**config.mk**
```make
export PLATFORM = sky130hd
export DESIGN_NAME = mux_rr_arbiter
export DESIGN_NICKNAME = d
export VERILOG_FILES = /design/src/rtl/mux_rr_arbiter.sv
export SDC_FILE = /design/constraint.sdc
export NUM_CORES = 1
export LEC_CHECK = 0
export ABC_AREA = 1
export CAP_MARGIN = 30
export CORE_MARGIN = 1.5
export CORE_UTILIZATION = 35
export DETAILED_ROUTE_END_ITERATION = 8
export HOLD_SLACK_MARGIN = 0.05
export PLACE_DENSITY = 0.65
export SKIP_LAST_GASP = 1
export SLEW_MARGIN = 10
export SYNTH_ARGS = -nofsm -noshare
export SYNTH_HDL_FRONTEND = slang
export SYNTH_SLANG_ARGS = --single-unit
```
**constraint.sdc**
```tcl
create_clock -name clk -period 3.8 [get_ports clk]
set_input_delay 0.38 -clock clk [delete_from_list [all_inputs] [get_ports clk]]
set_output_delay 0.38 -clock clk [all_outputs]
set_load 0.01 [all_outputs]
```
**src/rtl/mux_rr_arbiter.sv**
```systemverilog
// Round-robin arbiter for four requesters sharing one 4:1 mux lane.
// A grant lasts at most HOLD transfers; the selected lane is registered onto Y.
module mux_rr_arbiter #(
  parameter int W    = 1,
  parameter int HOLD = 4
) (
  input  logic           clk,
  input  logic           rst,
  input  logic [3:0]     req,
  input  logic [4*W-1:0] D,
  output logic [3:0]     gnt,
  output logic [1:0]     S,
  output logic [W-1:0]   Y,
  output logic           y_valid
);

  localparam int CW = $clog2(HOLD + 1);

  typedef enum logic {
    IDLE  = 1'b0,
    GRANT = 1'b1
  } state_e;

  state_e        state_q, state_d;
  logic [1:0]    ptr_q, ptr_d;
  logic [CW-1:0] cnt_q, cnt_d;
  logic [3:0]    gnt_q, gnt_d;
  logic [1:0]    s_q, s_d;
  logic [W-1:0]  y_q, y_d;
  logic          y_valid_q, y_valid_d;

  logic          xfer_s;
  logic          grant_end_s;
  logic [CW-1:0] cnt_inc_s;
  logic [1:0]    search_base_s;
  logic          found_s;
  logic [1:0]    win_s;

  // First set bit of r scanning base, base+1, base+2, base+3 (mod 4); MSB flags a hit.
  function automatic logic [2:0] rr_pick(input logic [3:0] r, input logic [1:0] base);
    logic       found;
    logic [1:0] win;
    logic [1:0] idx;
    found = 1'b0;
    win   = base;
    for (int k = 0; k < 4; k++) begin
      idx   = base + 2'(k);
      win   = (r[idx] && !found) ? idx : win;
      found = found | r[idx];
    end
    return {found, win};
  endfunction

  // Transfer detection, grant-end condition and winner search.
  always_comb begin
    xfer_s        = (state_q == GRANT) && req[s_q];
    cnt_inc_s     = cnt_q + CW'(1);
    grant_end_s   = (state_q == GRANT) &&
                    (!req[s_q] || (cnt_inc_s == CW'(HOLD)));
    // Ending grant searches S+1, S+2, S+3, S; idle search starts at the pointer.
    search_base_s = (state_q == GRANT) ? (s_q + 2'd1) : ptr_q;
    {found_s, win_s} = rr_pick(req, search_base_s);
  end

  // Next-state and output register inputs.
  always_comb begin
    state_d   = state_q;
    ptr_d     = ptr_q;
    cnt_d     = cnt_q;
    gnt_d     = gnt_q;
    s_d       = s_q;
    y_d       = y_q;
    y_valid_d = 1'b0;

    if (xfer_s) begin
      y_d       = D[s_q*W +: W];
      y_valid_d = 1'b1;
      cnt_d     = cnt_inc_s;
    end else begin
      y_valid_d = 1'b0;
    end

    case (state_q)
      IDLE: begin
        if (found_s) begin
          state_d = GRANT;
          gnt_d   = 4'b0001 << win_s;
          s_d     = win_s;
          cnt_d   = {CW{1'b0}};
        end else begin
          state_d = IDLE;
          gnt_d   = 4'b0000;
        end
      end
      GRANT: begin
        if (grant_end_s) begin
          ptr_d = s_q + 2'd1;
          cnt_d = {CW{1'b0}};
          if (found_s) begin
            state_d = GRANT;
            gnt_d   = 4'b0001 << win_s;
            s_d     = win_s;
          end else begin
            state_d = IDLE;
            gnt_d   = 4'b0000;
          end
        end else begin
          state_d = GRANT;
        end
      end
      default: begin
        state_d = IDLE;
        gnt_d   = 4'b0000;
      end
    endcase
  end

  // State and output registers with synchronous reset.
  always_ff @(posedge clk) begin
    if (rst) begin
      state_q   <= IDLE;
      ptr_q     <= 2'd0;
      cnt_q     <= {CW{1'b0}};
      gnt_q     <= 4'b0000;
      s_q       <= 2'd0;
      y_q       <= {W{1'b0}};
      y_valid_q <= 1'b0;
    end else begin
      state_q   <= state_d;
      ptr_q     <= ptr_d;
      cnt_q     <= cnt_d;
      gnt_q     <= gnt_d;
      s_q       <= s_d;
      y_q       <= y_d;
      y_valid_q <= y_valid_d;
    end
  end

  assign gnt     = gnt_q;
  assign S       = s_q;
  assign Y       = y_q;
  assign y_valid = y_valid_q;

endmodule

```
### Yosys cells after proc, flatten, opt, wreduce, memory -nomap -nowiden

Cells that the tools add are included.

* add/subtract/negate cells: 5
* order comparisons: 5
* equal/unequal tests: 2
* shifts and indexed selects: 2
* muxes and demuxes: 28
* bitwise operators: 4
* reduce and logical (&&, ||, !) cells: 11

Operators by type and width (count)
* $lt 2x3->1 const B: 5
* $mux 2: 6
* $bmux 1 s2: 5
* $mux 3: 3
* $mux 1: 8
* $mux 4: 2
* $pmux 4 s2: 1
* $pmux 3 s2: 1
* $logic_and 1x1->1: 5
* $add 2x1->2 const B: 2
* $add 2x2->2 const B: 2
* $logic_not 1->1: 4
* $pmux 2 s2: 1
* $shiftx 4x3->1: 1
* $shl 1x2->4 const A: 1
* $add 3x1->3 const B: 1
* $eq 3x3->1 const B: 1
* $or 1x1->1: 3
* $ne 2x1->1 const B: 1
* $pmux 1 s2: 1
* $reduce_and 2->1: 1
* $logic_or 1x1->1: 1
* $not 1->1: 1

* bits in registers: 14
* bits of input ports: 10
* output and inout bits: 8
* logic and storage cells: 64

### Depth between registers and ports, before layout

Gate-level depths: netlist of run 1.

* word-level depth: 14
* gate-level depth with buffers: 16
* mapped depth without buffers: 15

### Worst setup path after synthesis of run 1

No wires, ideal clock.

* kind: flip-flop to flip-flop
* from: reg s_q[0] (netlist: S[0])
* to: reg gnt_q[0] (netlist: gnt[0])
* library setup time: 0.066 ns
* arrival: 1.631 ns
* required time: 3.734 ns
* setup slack: 2.103 ns
* stages on the path, launching flop included: 16
* buffers on the path: 1
* period minus slack after synthesis: 1.697 ns
* path through: dfxtp_1 > buf_6 > inv_4 > nand2_2 > nand2_4 > nand3_4 > nand2_4 > nand2_4 > nand2_4 > nand3_4 > nor2_4 > nor2_4 > inv_4 > nor2_2 > nand2_1 > a21oi_2

* longest elaborated chain between the ends: 14
* elaborated cells on any way between the ends: 35
* those cells by class: 4 x add/sub; 1 x eq/ne; 1 x shift; 17 x mux; 3 x bitwise; 9 x reduce/logical

Ends and longest elaborated chain
* start, declared: line 28 `logic [1:0] s_q, s_d;`
* start signal, assigned: line 125 `s_q <= 2'd0;`
* start signal, assigned: line 133 `s_q <= s_d;`
* $add 2x1->2: line 61 `search_base_s = (state_q == GRANT) ? (s_q + 2'd1) : ptr_q;`
* $mux 2: line 61
* $add 2x1->2: line 47 `idx = base + 2'(k);`
* $bmux 1 s2: line 48, 49
* $mux 1 (implied by the code): line 48, 49
* $or 1x1->1: line 49 `found = found | r[idx];`
* $logic_not 1->1 or $or 1x1->1 (tied branches): line 48, 49
* $logic_and 1x1->1 or $logic_not 1->1 (tied branches): line 48 `win = (r[idx] && !found) ? idx : win;`
* $mux 2 or $logic_and 1x1->1 (tied branches): line 48
* $mux 2: line 48
* $shl 1x2->4: line 87, 101
* $mux 4: line 85, 99
* $mux 4: line 96 `if (grant_end_s) begin`
* $pmux 4 s2: line 83 `case (state_q)`
* end signal, assigned: line 132 `gnt_q <= gnt_d;`
* end, declared: line 27 `logic [3:0] gnt_q, gnt_d;`

Several ways; a longest one is shown, not always the timed one. The select of a mux whose other input is x is not followed.
A chain may end at the register's enable or synchronous reset.

### Final worst setup path of run 1

* from: in req[2]
* to: reg gnt_q[3] (netlist: gnt[3])

* longest elaborated chain between the ends: 11
* elaborated cells on any way between the ends: 30
* those cells by class: 1 x eq/ne; 1 x shift; 16 x mux; 3 x bitwise; 9 x reduce/logical

Ends and longest elaborated chain
* start, declared: line 9 `input logic [3:0] req,`
* $bmux 1 s2 (on tied branches): line 49, 48
* $mux 1 (on tied branches): line 49, 48
* $logic_not 1->1 or $or 1x1->1 (tied branches): line 48, 49
* $logic_and 1x1->1 (tied with other cells): line 48
* $mux 2 (tied with other cells): line 48
* $mux 2 or $logic_and 1x1->1 (tied branches): line 48
* $mux 2: line 48
* $shl 1x2->4: line 87, 101
* $mux 4: line 85, 99
* $mux 4: line 96
* $pmux 4 s2: line 83

Several ways; a longest one is shown, not always the timed one. The select of a mux whose other input is x is not followed.

==> impl_metrics.tcl, run 1 <==
set metrics [dict create \
    p_int_mw 0.5155 \
    crit_fanout 6 \
    grt_pass1_wl_mm 4.581 \
    cts_hold_buf 0 \
    cpLargestDelayFamily "simple AND/OR/NAND/NOR gates" \
    grt_use_total_pct 14.00 \
    fill_cells 364 \
    totalPowerFinal_mw 1.089 \
    dp_slack_ns 1.430 \
    p_leak_nw 0.6368 \
    crit_buf_inv 4 \
    die_area_um2 3999 \
    ys_seq_elements 14 \
    worstPathRequired_ns 3.96 \
    routed_wl_mm 2.515 \
    synth_nets 183 \
    areaGrowthSynthToFinish_pct 17.34 \
    worst-r2r-setup-slack_ns 1.74 \
    slew_viol_final 0 \
    cts_resized 0 \
    ir_worst_vdd_mv 0.3022 \
    post-route-min-period_ns 2.074 \
    fmax_mhz 482.3 \
    synth_cell_types 32 \
    hold_end "gnt[2]" \
    antenna_found_initial 0 \
    boundaryPins 18 \
    period_share_pct 54.57 \
    drive_gt1_share_pct 29.79 \
    ys.flop_type "dfxtp_1" \
    clkSinkCount 14 \
    p_clk_share_pct 7.7 \
    clock_path_buffers 2 \
    status "completed" \
    remaining_drc_errors 0 \
    top_usage_layer "met2" \
    place_hpwl_mm 2.036 \
    fin_tns_setup_ns 0 \
    place_congestion 0.7762 \
    use_met2_pct 23.01 \
    r2r_cells 13 \
    finClkSkew_ns 0.006314 \
    power_density_nw_per_um2 730.6 \
    crit_type "in2reg" \
    diodes 0 \
    grt_max_degree 12 \
    synth_top_cell_area_share_pct 22.07 \
    die_w_um 63.24 \
    final_cell_area_um2 1490 \
    yosys-top-cells-area "dfxtp_1, nand2_1, nand3_4" \
    slew_headroom_pct 66.37 \
    cts_inserted_buffers 3 \
    yosysMostFrequentCell "nand2_1" \
    met1_usage_pct 18.62 \
    clk-insertion-delay-late_ns 0.29 \
    drtIter0Drc 25 \
    routed_via_density 4.709 \
    ys_top_cells_by_count "nand2_1, nand3_1, dfxtp_1, nand2_2, inv_1" \
    drtPass1Iterations 4 \
    grtUsageMet3_pct 0.5357 \
    cts_setup_buffers 0 \
    p_comb_share_pct 70.5 \
    rr_endpoint "gnt[3]" \
    cts_tree "yes" \
    regToRegStartpoint "state_q" \
    grt_pass1_vias 1047 \
    maxCapViolations 0 \
    htreeDepth 1 \
    clkSlewWorstSetupHoldPaths_ns 0.07 \
    synthArstFlopShare_pct 0 \
    share_seq_of_total_power_pct 21.8 \
    synth_edf_count 0 \
    hold_start "gnt[2]" \
    synth_area_leader_cell "dfxtp_1" \
    worst_pin_slew_ns 0.5025 \
    row_count 21 \
    start_util_pct 37.18 \
    core_um2 3416 \
    worst_setup_path_end_kind "flip-flop" \
    syn_inst 171 \
    synth_area_um2 1270 \
    placed_area_um2 1468 \
    layout.nets 202 \
    max_stage_delay_ns 0.49 \
    dieHeight_um 63.24 \
    wire_per_inst_um 10.75 \
    switchingPower_mw 0.5732 \
    cp_slowest_cell "clkdlybuf4s50_1" \
    root_buffer "clkbuf_4" \
    final_hold_viol_count 0 \
    worstHoldPathCells 2 \
    holdCritPathClass "reg2reg" \
    portBuffers 17 \
    num_vias 1102 \
    worstPathCellList "clkdlybuf4s50_1 -> inv_1 -> o21ai_0 -> nand2_1 -> nor2_2 -> inv_1 -> nor2_1 -> nor2_4 -> inv_4 -> nor2_2 -> nand2_1 -> a21oi_2" \
    startpoint_type "input pin" \
    arrival_ns 2.23 \
    switching_share_pct 52.65 \
    yosysSeqAreaShare_pct 22.07 \
    rsz0062_at_grt "false" \
    setup_violations 0 \
    ant_nets 0 \
    postSynthAreaPerCell_um2 7.427 \
    overflow 0 \
    yosysWarningCount 0 \
    worst_slack_ns 1.726 \
]
==> logic make-up (layout without fill, tap and decap cells) <==
family	count (synthesis)	count (layout)	synth area share, %
AO/OA/AOI/OAI	22	22	11.33
flip-flops	14	14	22.07
adder cells (fa/ha/maj)	2	2	1.970
buffers and inverters	21	38	8.473
AND/OR/NAND/NOR	112	112	56.16
==> registers in the layout (all words and copies together), names as in the netlist <==
register / count
Y: 1
S: 2
y_valid: 1
ptr_q: 2
state_q: 1
gnt: 4
cnt_q: 3
==> power groups by stage <==
stage | Combinational [mW] | Clock (mW) | Sequential, mW
2_1_floorplan | 0.624 | 0 | 0.232
3_3_place_gp | 0.765 | 0 | 0.242
3_5_place_dp | 0.771 | 0 | 0.240
4_1_cts | 0.773 | 0.0865 | 0.237
5_1_grt | 0.854 | 0.0954 | 0.246
6_report | 0.767 | 0.0839 | 0.238
==> stage by stage <==
stage / cells / hold slack, ns / utilization [%]
floorplan: 171 / 0.4740 / -
global placement: 231 / 0.4733 / 42.97
detailed placement: 231 / 0.4609 / 42.97
CTS: 234 / 0.4716 / 43.63
global route: 234 / 0.5007 / 43.63
finish: 234 / 0.4675 / 43.63
==> metal layers <==
metal | part of all wire (%) | vias up | wire length (um)
li1 | - | 593 | -
met3 | 2.6 | 5 | 66
met5 | 0 | - | 0
met1 | 49 | 486 | 1230
met4 | 2.1 | 0 | 53
met2 | 46 | 18 | 1163
==> how the worst max path moves through the flow <==
stage             end  startpoint  cells after the start  slack (ns)
6_report       gnt[3]      req[2]                     12        1.73
5_1_grt        gnt[3]        S[0]                     11        1.41
4_1_cts        gnt[3]     state_q                     13        1.73
3_5_place_dp   gnt[3]      req[2]                     12        1.43
3_3_place_gp   gnt[3]      req[2]                     12        1.48
2_1_floorplan  gnt[0]        S[0]                     15        2.10
==> layout by cell type (no fill, tap or decap), types with 4 or more instances in the layout <==
master,synthesis,layout
o21ai_0,8,8
clkdlybuf4s50_1,0,17
nand2_4,8,8
nand2_2,14,14
dfxtp_1,14,14
nor2_1,9,9
nand2_1,42,42
nand3_4,6,6
inv_1,11,11
inv_2,4,4
nor2_2,4,4
nand3_1,15,15
a21oi_1,5,5
==> worst reg2reg max path: cells and delay by family (launching register included) <==
kind	cells	cell delay, ns
AOI/OAI and AO/OA	2	0.23
buffers and inverters	2	0.15
DFF	1	0.63
and+or+nand+nor	9	0.93
==> final cells by class <==
| class | count | area [um2] | share of cell area [%] |
|---|---|---|---|
| flip-flops and latches | 14 | 280.3 | 18.81 |
| well taps | 46 | 57.56 | 3.862 |
| multi-input cells | 136 | 882.1 | 59.19 |
| clock buffers | 3 | 22.52 | 1.511 |
| repair buffers | 17 | 170.2 | 11.42 |
| inverters | 18 | 77.57 | 5.206 |
(Power assumes the default switching activity.)
==> inputs of run 2 (changes only) <==
Settings changed: PLACE_DENSITY 0.65 to 0.67.
Clock period 3.8 ns to 1.85 ns, I/O delays scaled along.
==> impl_metrics.tcl, run 2 (same netlist as run 1, synthesis figures left out) <==
set metrics [dict create \
    status "completed" \
    start_util_pct 37.18 \
    final_cell_area_um2 1767 \
    cts_inserted_buffers 3 \
    maxCapViolations 0 \
    layout.nets 221 \
    finClkSkew_ns 0.002862 \
    crit_type "reg2reg" \
    core_um2 3416 \
    worstPathCellList "buf_12 -> clkinv_8 -> nand2_8 -> nand2_8 -> nand2_2 -> nand2_2 -> inv_2 -> o21ai_4 -> nand3_4 -> or2_1 -> nand2_1 -> nand2_1 -> a21oi_2" \
    diodes 0 \
    largest_reg_flops 4 \
    final_hold_viol_count 0 \
    slew_headroom_pct 83.92 \
    grt_pass1_wl_mm 4.830 \
    num_vias 1240 \
    arrival_ns 2.01 \
    slew_viol_final 0 \
    die_w_um 63.24 \
    cts_tree "yes" \
    clkSinkCount 14 \
    clock_path_buffers 2 \
    place_congestion 0.8428 \
    antenna_found_initial 0 \
    max_stage_delay_ns 0.33 \
    grt_max_degree 11 \
    drtPass1Iterations 6 \
    clk-insertion-delay-late_ns 0.28 \
    rsz0062_at_grt "true" \
    row_count 21 \
    setup_violations 0 \
    worst_pin_slew_ns 0.2409 \
    drtIter0Drc 25 \
    regToRegStartpoint "state_q" \
    p_leak_nw 0.7662 \
    cp_slowest_cell "dfxtp_2" \
    ir_worst_vdd_mv 0.7349 \
    routed_wl_mm 2.849 \
    dieHeight_um 63.24 \
    worst_setup_path_end_kind "flip-flop" \
    root_buffer "clkbuf_4" \
    die_area_um2 3999 \
    fin_tns_setup_ns 0 \
    boundaryPins 18 \
    period_share_pct 96.86 \
    r2r_cells 13 \
    holdCritPathClass "reg2reg" \
    startpoint_type "flip-flop" \
    crit_fanout 8 \
    place_hpwl_mm 2.185 \
    remaining_drc_errors 0 \
    htreeDepth 1 \
    hold_start "gnt[2]" \
    grt_pass1_vias 1118 \
    overflow 0 \
    routed_via_density 4.882 \
    areaGrowthSynthToFinish_pct 39.11 \
    finalNonFillerCells 254 \
    crit_buf_inv 3 \
    placed_cells 243 \
    grt_use_total_pct 14.93 \
    placed_area_um2 1570 \
    final_cell_mix "nand2_1, clkdlybuf4s50_1, nand2_2, buf_4, nand3_1" \
    worst_slack_ns 0.05808 \
    worstPathRequired_ns 2.07 \
    ant_nets 0 \
    wire_per_inst_um 11.22 \
    cpLargestDelayFamily "simple AND/OR/NAND/NOR gates" \
    clkSlewWorstSetupHoldPaths_ns 0.08 \
    power_density_nw_per_um2 1500 \
    cp-startpoint "state_q" \
    worstHoldPathCells 2 \
    portBuffers 17 \
    dp_slack_ns -0.06444 \
    fmax_mhz 558.1 \
    critical_path_depth 13 \
    drive_gt1_share_pct 44.71 \
    fill_cells 335 \
    final_common_cell "nand2_1" \
    post-route-min-period_ns 1.792 \
]
run 2: path summary, 6_finish.rpt:
kind              endpoint  slack (ns)
hold / removal      gnt[2]        0.47
setup reg to reg    gnt[1]        0.06
hold reg to reg     gnt[2]        0.47
setup / recovery    gnt[1]        0.06
run 2: what timing repair did:
item,CTS,global route
resized for setup,0,28
hold buffers,0,0
buffers inserted,0,6
endpoints found under the setup margin,0,9
run 2: per-layer routing:
metal / share of wire, % / vias to the layer above / global-route usage (%)
met1: 46 / 571 / 19.58
met2: 49 / 25 / 25.00
li1: - / 637 / -
met5: 0 / - / 0
met4: 2.1 / 0 / 6.522
met3: 2.2 / 7 / 1.250
run 2: worst reg2reg max path, cell delays in order (launching register included):
cell and delay [ns]:
dfxtp_2 0.33, buf_12 0.14, clkinv_8 0.07, nand2_8 0.07
nand2_8 0.09, nand2_2 0.05, nand2_2 0.07, inv_2 0.05
o21ai_4 0.18, nand3_4 0.13, or2_1 0.25, nand2_1 0.10
nand2_1 0.07, a21oi_2 0.11
run 2: area by class of cell:
| cell class | count | area [um2] | area share, % |
|---|---|---|---|
| inverters | 18 | 85.08 | 4.816 |
| multi-input cells | 137 | 980.9 | 55.52 |
| repair buffers | 35 | 321.6 | 18.20 |
| well taps | 46 | 57.56 | 3.258 |
| flip-flops and latches | 14 | 285.3 | 16.15 |
| clock buffers | 4 | 36.28 | 2.054 |
run 2: power breakdown:
group          switching (mW)  internal, mW
combinational            1.15         0.801
sequential             0.0848         0.396
clock                  0.0972         0.120
run 2: metrics by stage:
step	utilization, %	total power [mW]	hold slack [ns]
6_report	51.72	2.650	0.4750
5_1_grt	51.72	2.889	0.5047
4_1_cts	47.03	2.413	0.4824
3_5_place_dp	45.97	2.182	0.4687
3_3_place_gp	45.97	2.181	0.4600
2_1_floorplan	-	1.757	0.4129
==> RTL change 1: new RTL, config.mk and constraints of run 1 <==
Change the parameter `HOLD` from 4 to 16.
--- a/src/rtl/mux_rr_arbiter.sv
+++ b/src/rtl/mux_rr_arbiter.sv
@@ -2,7 +2,7 @@
 // A grant lasts at most HOLD transfers; the selected lane is registered onto Y.
 module mux_rr_arbiter #(
   parameter int W    = 1,
-  parameter int HOLD = 4
+  parameter int HOLD = 16
 ) (
   input  logic           clk,
   input  logic           rst,
Function: changed (Yosys sat finds a counterexample within 10 cycles, from zero or initial values and one cycle with rst high).
==> RTL change 1 against run 1 <==
Clock power rose by 33%; sequential power rose by 10%; core utilization rose by 1.0 points; setup slack got worse by 52 ps; non-clock buffer count did not move; maximum frequency fell by 2.5%; sequential cell count rose by 2; wire length fell by 1.6%; area after synthesis fell by 10%; total power fell by 4.5%; final cell count did not move; final area fell by 7.8%.
==> RTL change 1: results (changes against run 1) <==
* 17 — count of buffers from port buffering, unchanged
* complete, no violations — run status
* S[0]$_SDFFE_PP0P_ — origin of the critical flop-to-flop path
* gnt[0]$_SDFFE_PP0P_ — worst reg2reg endpoint
* 29 — number of distinct library cells after synthesis, -9.4%
* 1220 um — wire length the detailed router placed on met1, -0.49%
* 0.251 mV — Max IR drop VDD, -17%
* sky130_fd_sc_hd__nand2_1, sky130_fd_sc_hd__nand3_1, sky130_fd_sc_hd__nor2_1, sky130_fd_sc_hd__dfxtp_1, sky130_fd_sc_hd__a21oi_1 — top cells by instance count after synthesis
* sky130_fd_sc_hd__dfxtp_1, sky130_fd_sc_hd__nand2_1, sky130_fd_sc_hd__nand3_1, sky130_fd_sc_hd__nor2_1, sky130_fd_sc_hd__nand2_2 — Area contributors post-synth
* 570 ps — critical path's largest stage delay, +80 ps
* 0.281 — sequential area share after synthesis, +0.0606
* sky130_fd_sc_hd__dfxtp_1 — worst-path cell with the longest stage delay
* 12 — FF-to-FF path depth, -1
* 202 — number of nets in the finished design, unchanged
* 0.797 — global placer's final weighted congestion, +2.7%
* 0.194 — met1 routing resource usage after global routing, +0.00828
* 90 ps — register clock-pin slew on the reported worst setup and hold paths, +20 ps
* 1980 um — HPWL Detailed, -2.9%
* 34 — initial detailed-routing violation count, +36%
* flop to flop — critical path start-end classification
* 1180 um — Met2 Wirelength, +1.5%
* 489 ps — measured slew at the worst slew-check pin, -13.4 ps
* 13 — maximum number of pins on one net before global-route repair, +1
* 0.000515 W — cell-internal power, about the same
* gnt[0]$_SDFFE_PP0P_ — critical path capture point
* 1059 — number of global-route vias before repair, +1.1%
* 3.21 ps — worst setup skew after layout, -3.11 ps
* 0.0260 — met3 GRT Util, +0.0206
* 50 um — WL met3, -24%
* 0.286 — global-route track usage on met2, +0.0557
* 12 — Crit Path Max Fanout, +6
* 5 — max reg flops, +1
* 2350 ps — arrival time at the worst endpoint, +120 ps
* 335 — count of fill cells added during filler insertion, -8.0%
* gnt[3]$_SDFFE_PP0P_ — Hold Path Origin
* 0.596 nW — P_leak, -6.5%
* 4450 um — wire length of the first global-routing pass, -2.9%
* 0.174 — share of layout cells above drive strength 1, -0.124
-- RTL change 1: cells by family after synthesis --
family                     after synthesis  share of synthesized area
DFF                                     16                      0.281
adders and majority gates                1                     0.0110
buffers and inverters                   15                     0.0648
AOI/OAI and AO/OA                       26                      0.147
and+or+nand+nor                        110                      0.465
xor gates and xnor gates                 4                     0.0308
-- RTL change 1: power by group through the flow --
stage / clock network [W] / registers [W] / logic (W)
4_1_cts: 0.000114 / 0.000263 / 0.000668
2_1_floorplan: 0 / 0.000263 / 0.000513
3_3_place_gp: 0 / 0.000269 / 0.000661
5_1_grt: 0.000123 / 0.000270 / 0.000757
3_5_place_dp: 0 / 0.000267 / 0.000664
6_report: 0.000112 / 0.000262 / 0.000666
-- RTL change 1: area by class of cell --
| type | count | area share |
|---|---|---|
| Timing Repair Buffer | 17 | 0.124 |
| Tap cell | 44 | 0.0401 |
| Inverter | 12 | 0.0346 |
| Sequential cell | 16 | 0.233 |
| Clock buffer | 4 | 0.0264 |
| Multi-Input combinational cell | 141 | 0.542 |
-- RTL change 1: per-stage QoR --
stage	area, um^2	hold slack, ps	setup WS (ps)	cells
2_1_floorplan	1140	488	2030	172
3_3_place_gp	1340	465	1520	230
3_5_place_dp	1340	457	1470	230
4_1_cts	1370	472	1680	234
5_1_grt	1370	480	1420	234
6_report	1370	471	1670	234
-- RTL change 1: how the worst min path moves through the flow --
stage                          endpoint  slack [ps]
finish              gnt[3]$_SDFFE_PP0P_         470
global route        gnt[2]$_SDFFE_PP0P_         480
CTS                 gnt[2]$_SDFFE_PP0P_         470
detailed placement  gnt[2]$_SDFFE_PP0P_         460
global placement    gnt[1]$_SDFFE_PP0P_         470
floorplan           gnt[0]$_SDFFE_PP0P_         490
==> RTL change 2: new RTL, config.mk and constraints of run 1 <==
Without the edit above. Reset style: asynchronous (`rst`), changed in one clocked block. Comments in the files are not updated.
--- a/src/rtl/mux_rr_arbiter.sv
+++ b/src/rtl/mux_rr_arbiter.sv
@@ -116,7 +116,7 @@
   end
 
   // State and output registers with synchronous reset.
-  always_ff @(posedge clk) begin
+  always_ff @(posedge clk or posedge rst) begin
     if (rst) begin
       state_q   <= IDLE;
       ptr_q     <= 2'd0;
Formal check against the unedited RTL: differs if rst is asserted again (counterexample within 4 cycles, from zero or initial values and one cycle with rst high); with rst held inactive, the same outputs for 10 cycles.
==> RTL change 2 against run 1 <==
Final area decreased by 4.2%; setup slack worse by 46 ps; wire length decreased by 5.0%; synthesized cell count shrank 0.58%; critical path depth is the same; critical endpoint is now gnt[3]$_DFFE_PP0N_; critical path type is now flop to flop; non-clock buffer count stayed put; maximum frequency down 2.2%; die area shrank 4.7%; via count decreased by 3.3%; sequential cell count did not move; area after synthesis shrank 4.9%.
Power is left out: the tool's default activity adds up to more than one toggle a clock period on the data nets, which glitch-free logic cannot reach.
==> RTL change 2: results (changes against run 1) <==
* complete, no violations — run status
* gnt[3]$_DFFE_PP0N_ — worst reg2reg endpoint
* 2390 um — total detailed-routing wirelength, -5.0%
* 7.10 um^2 — Avg Synthesized Cell Area, -4.4%
* primary input to asynchronous set/reset pin — Min-Delay Path Class
* 2 — Bufs on Longest Clock Path, unchanged
* 0.143 — global routing usage summed across all routing layers, +0.00351
* 4.58 — average via count per standard cell, -2.9%
* 0.251 — share of layout cells above drive strength 1, -0.0465
* sky130_fd_sc_hd__dfrtp_1, sky130_fd_sc_hd__nand2_1, sky130_fd_sc_hd__nand2_2, sky130_fd_sc_hd__nand3_1, sky130_fd_sc_hd__nand3_2 — Area contributors post-synth
* 0.831 — global placer's final weighted congestion, +7.0%
* 15 — maximum number of pins on one net before global-route repair, +3
* 201 — number of nets in the finished design, -0.50%
* 1900 um — HPWL Detailed, -6.5%
* 10.2 um — routed length per placed instance, -4.6%
* 0.609 — worst max-slew margin expressed relative to the limit, -0.0550
* 977 — number of global-route vias before repair, -6.7%
* 13 — Crit Path Max Fanout, +7
* 4080 um — wire length of the first global-routing pass, -11%
* sky130_fd_sc_hd__nand2_1, sky130_fd_sc_hd__nand2_2, sky130_fd_sc_hd__nand3_1, sky130_fd_sc_hd__dfrtp_1, sky130_fd_sc_hd__inv_1 — top cells by instance count after synthesis
* 0.290 — sequential area share after synthesis, +0.0695
* sky130_fd_sc_hd__o21ai_2 — worst-path cell with the longest stage delay
* 12 — FF-to-FF path depth, -1
* 26 — number of distinct library cells after synthesis, -19%
* 510 ps — critical path's largest stage delay, +20 ps
* 182 — Mapped Nets, -0.55%
* 2290 ps — arrival time at the worst endpoint, +60 ps
* state_q$_DFF_PP0_ — origin of the critical flop-to-flop path
* 270 ps — insertion delay of the later-clocked pin in the worst-skew pair, -20 ps
* 4 — max reg flops, unchanged
* 1.65 ps — worst setup skew after layout, -4.66 ps
* 1.00 — FFs w/ async S/R, synth, +1.00
[RTL change 2: cell types whose count changed after synthesis, sizes merged]
cell           run 1  this run
nand3b             0         1
nand2             66        78
nor3               2         0
nand3             23        20
a21oi              8         5
or2                3         1
nor2              15        10
o22ai              2         0
dfrtp              0        14
a211oi             1         0
o21ai             10        13
dfxtp             14         0
mux2i              0         1
[RTL change 2: cell type report]
cell class | count | area, um^2
Fill cell | 358 | 1880
Multi-Input combinational cell | 135 | 757
Timing Repair Buffer | 17 | 170
Clock buffer | 3 | 22.5
Sequential cell | 14 | 350
Inverter | 18 | 70.1
Tap cell | 46 | 57.6
[RTL change 2: routing by layer]
layer	GRT usage	part of all wire	vias up
met3	0.00621	0.013	4
met5	0	0	-
met4	0.0638	0.013	0
met1	0.195	0.52	470
li1	-	-	581
met2	0.238	0.46	11
[RTL change 2: kinds of logic after synthesis]
| group | Yosys count | synth area share |
|---|---|---|
| AO/OA/AOI/OAI | 19 | 0.0985 |
| adder cells (fa/ha/maj) | 2 | 0.0207 |
| buffers and inverters | 21 | 0.0829 |
| flip-flops | 14 | 0.290 |
| multiplexers | 1 | 0.00829 |
| AND/OR/NAND/NOR | 113 | 0.499 |
[RTL change 2: worst max-delay path by stage]
| stage | startpoint | end | slack [ps] | depth (start not counted) |
|---|---|---|---|---|
| finish | state_q$_DFF_PP0_ | gnt[3]$_DFFE_PP0N_ | 1680 | 12 |
| global route | state_q$_DFF_PP0_ | gnt[0]$_DFFE_PP0N_ | 1470 | 13 |
| CTS | state_q$_DFF_PP0_ | gnt[2]$_DFFE_PP0N_ | 1670 | 12 |
| detailed placement | req[3] | gnt[2]$_DFFE_PP0N_ | 1440 | 14 |
| global placement | req[3] | gnt[3]$_DFFE_PP0N_ | 1510 | 14 |
| floorplan | S[0]$_DFFE_PP0P_ | gnt[0]$_DFFE_PP0N_ | 1970 | 16 |
[RTL change 2: worst max-delay path, delay by kind of cell, from the launching register on]
kind | cells | cell delay [ps]
and+or+nand+nor | 10 | 980
AOI/OAI and AO/OA | 1 | 510
DFF | 1 | 470
buffers and inverters | 1 | 40
[RTL change 2: per-stage QoR]
step / worst slack [ps] / hold WS (ps) / instance area (um^2)
detailed placement: 1440 / 468 / 1410
finish: 1680 / 428 / 1430
CTS: 1670 / 440 / 1430
global route: 1470 / 486 / 1430
floorplan: 1970 / 269 / 1210
global placement: 1510 / 477 / 1410
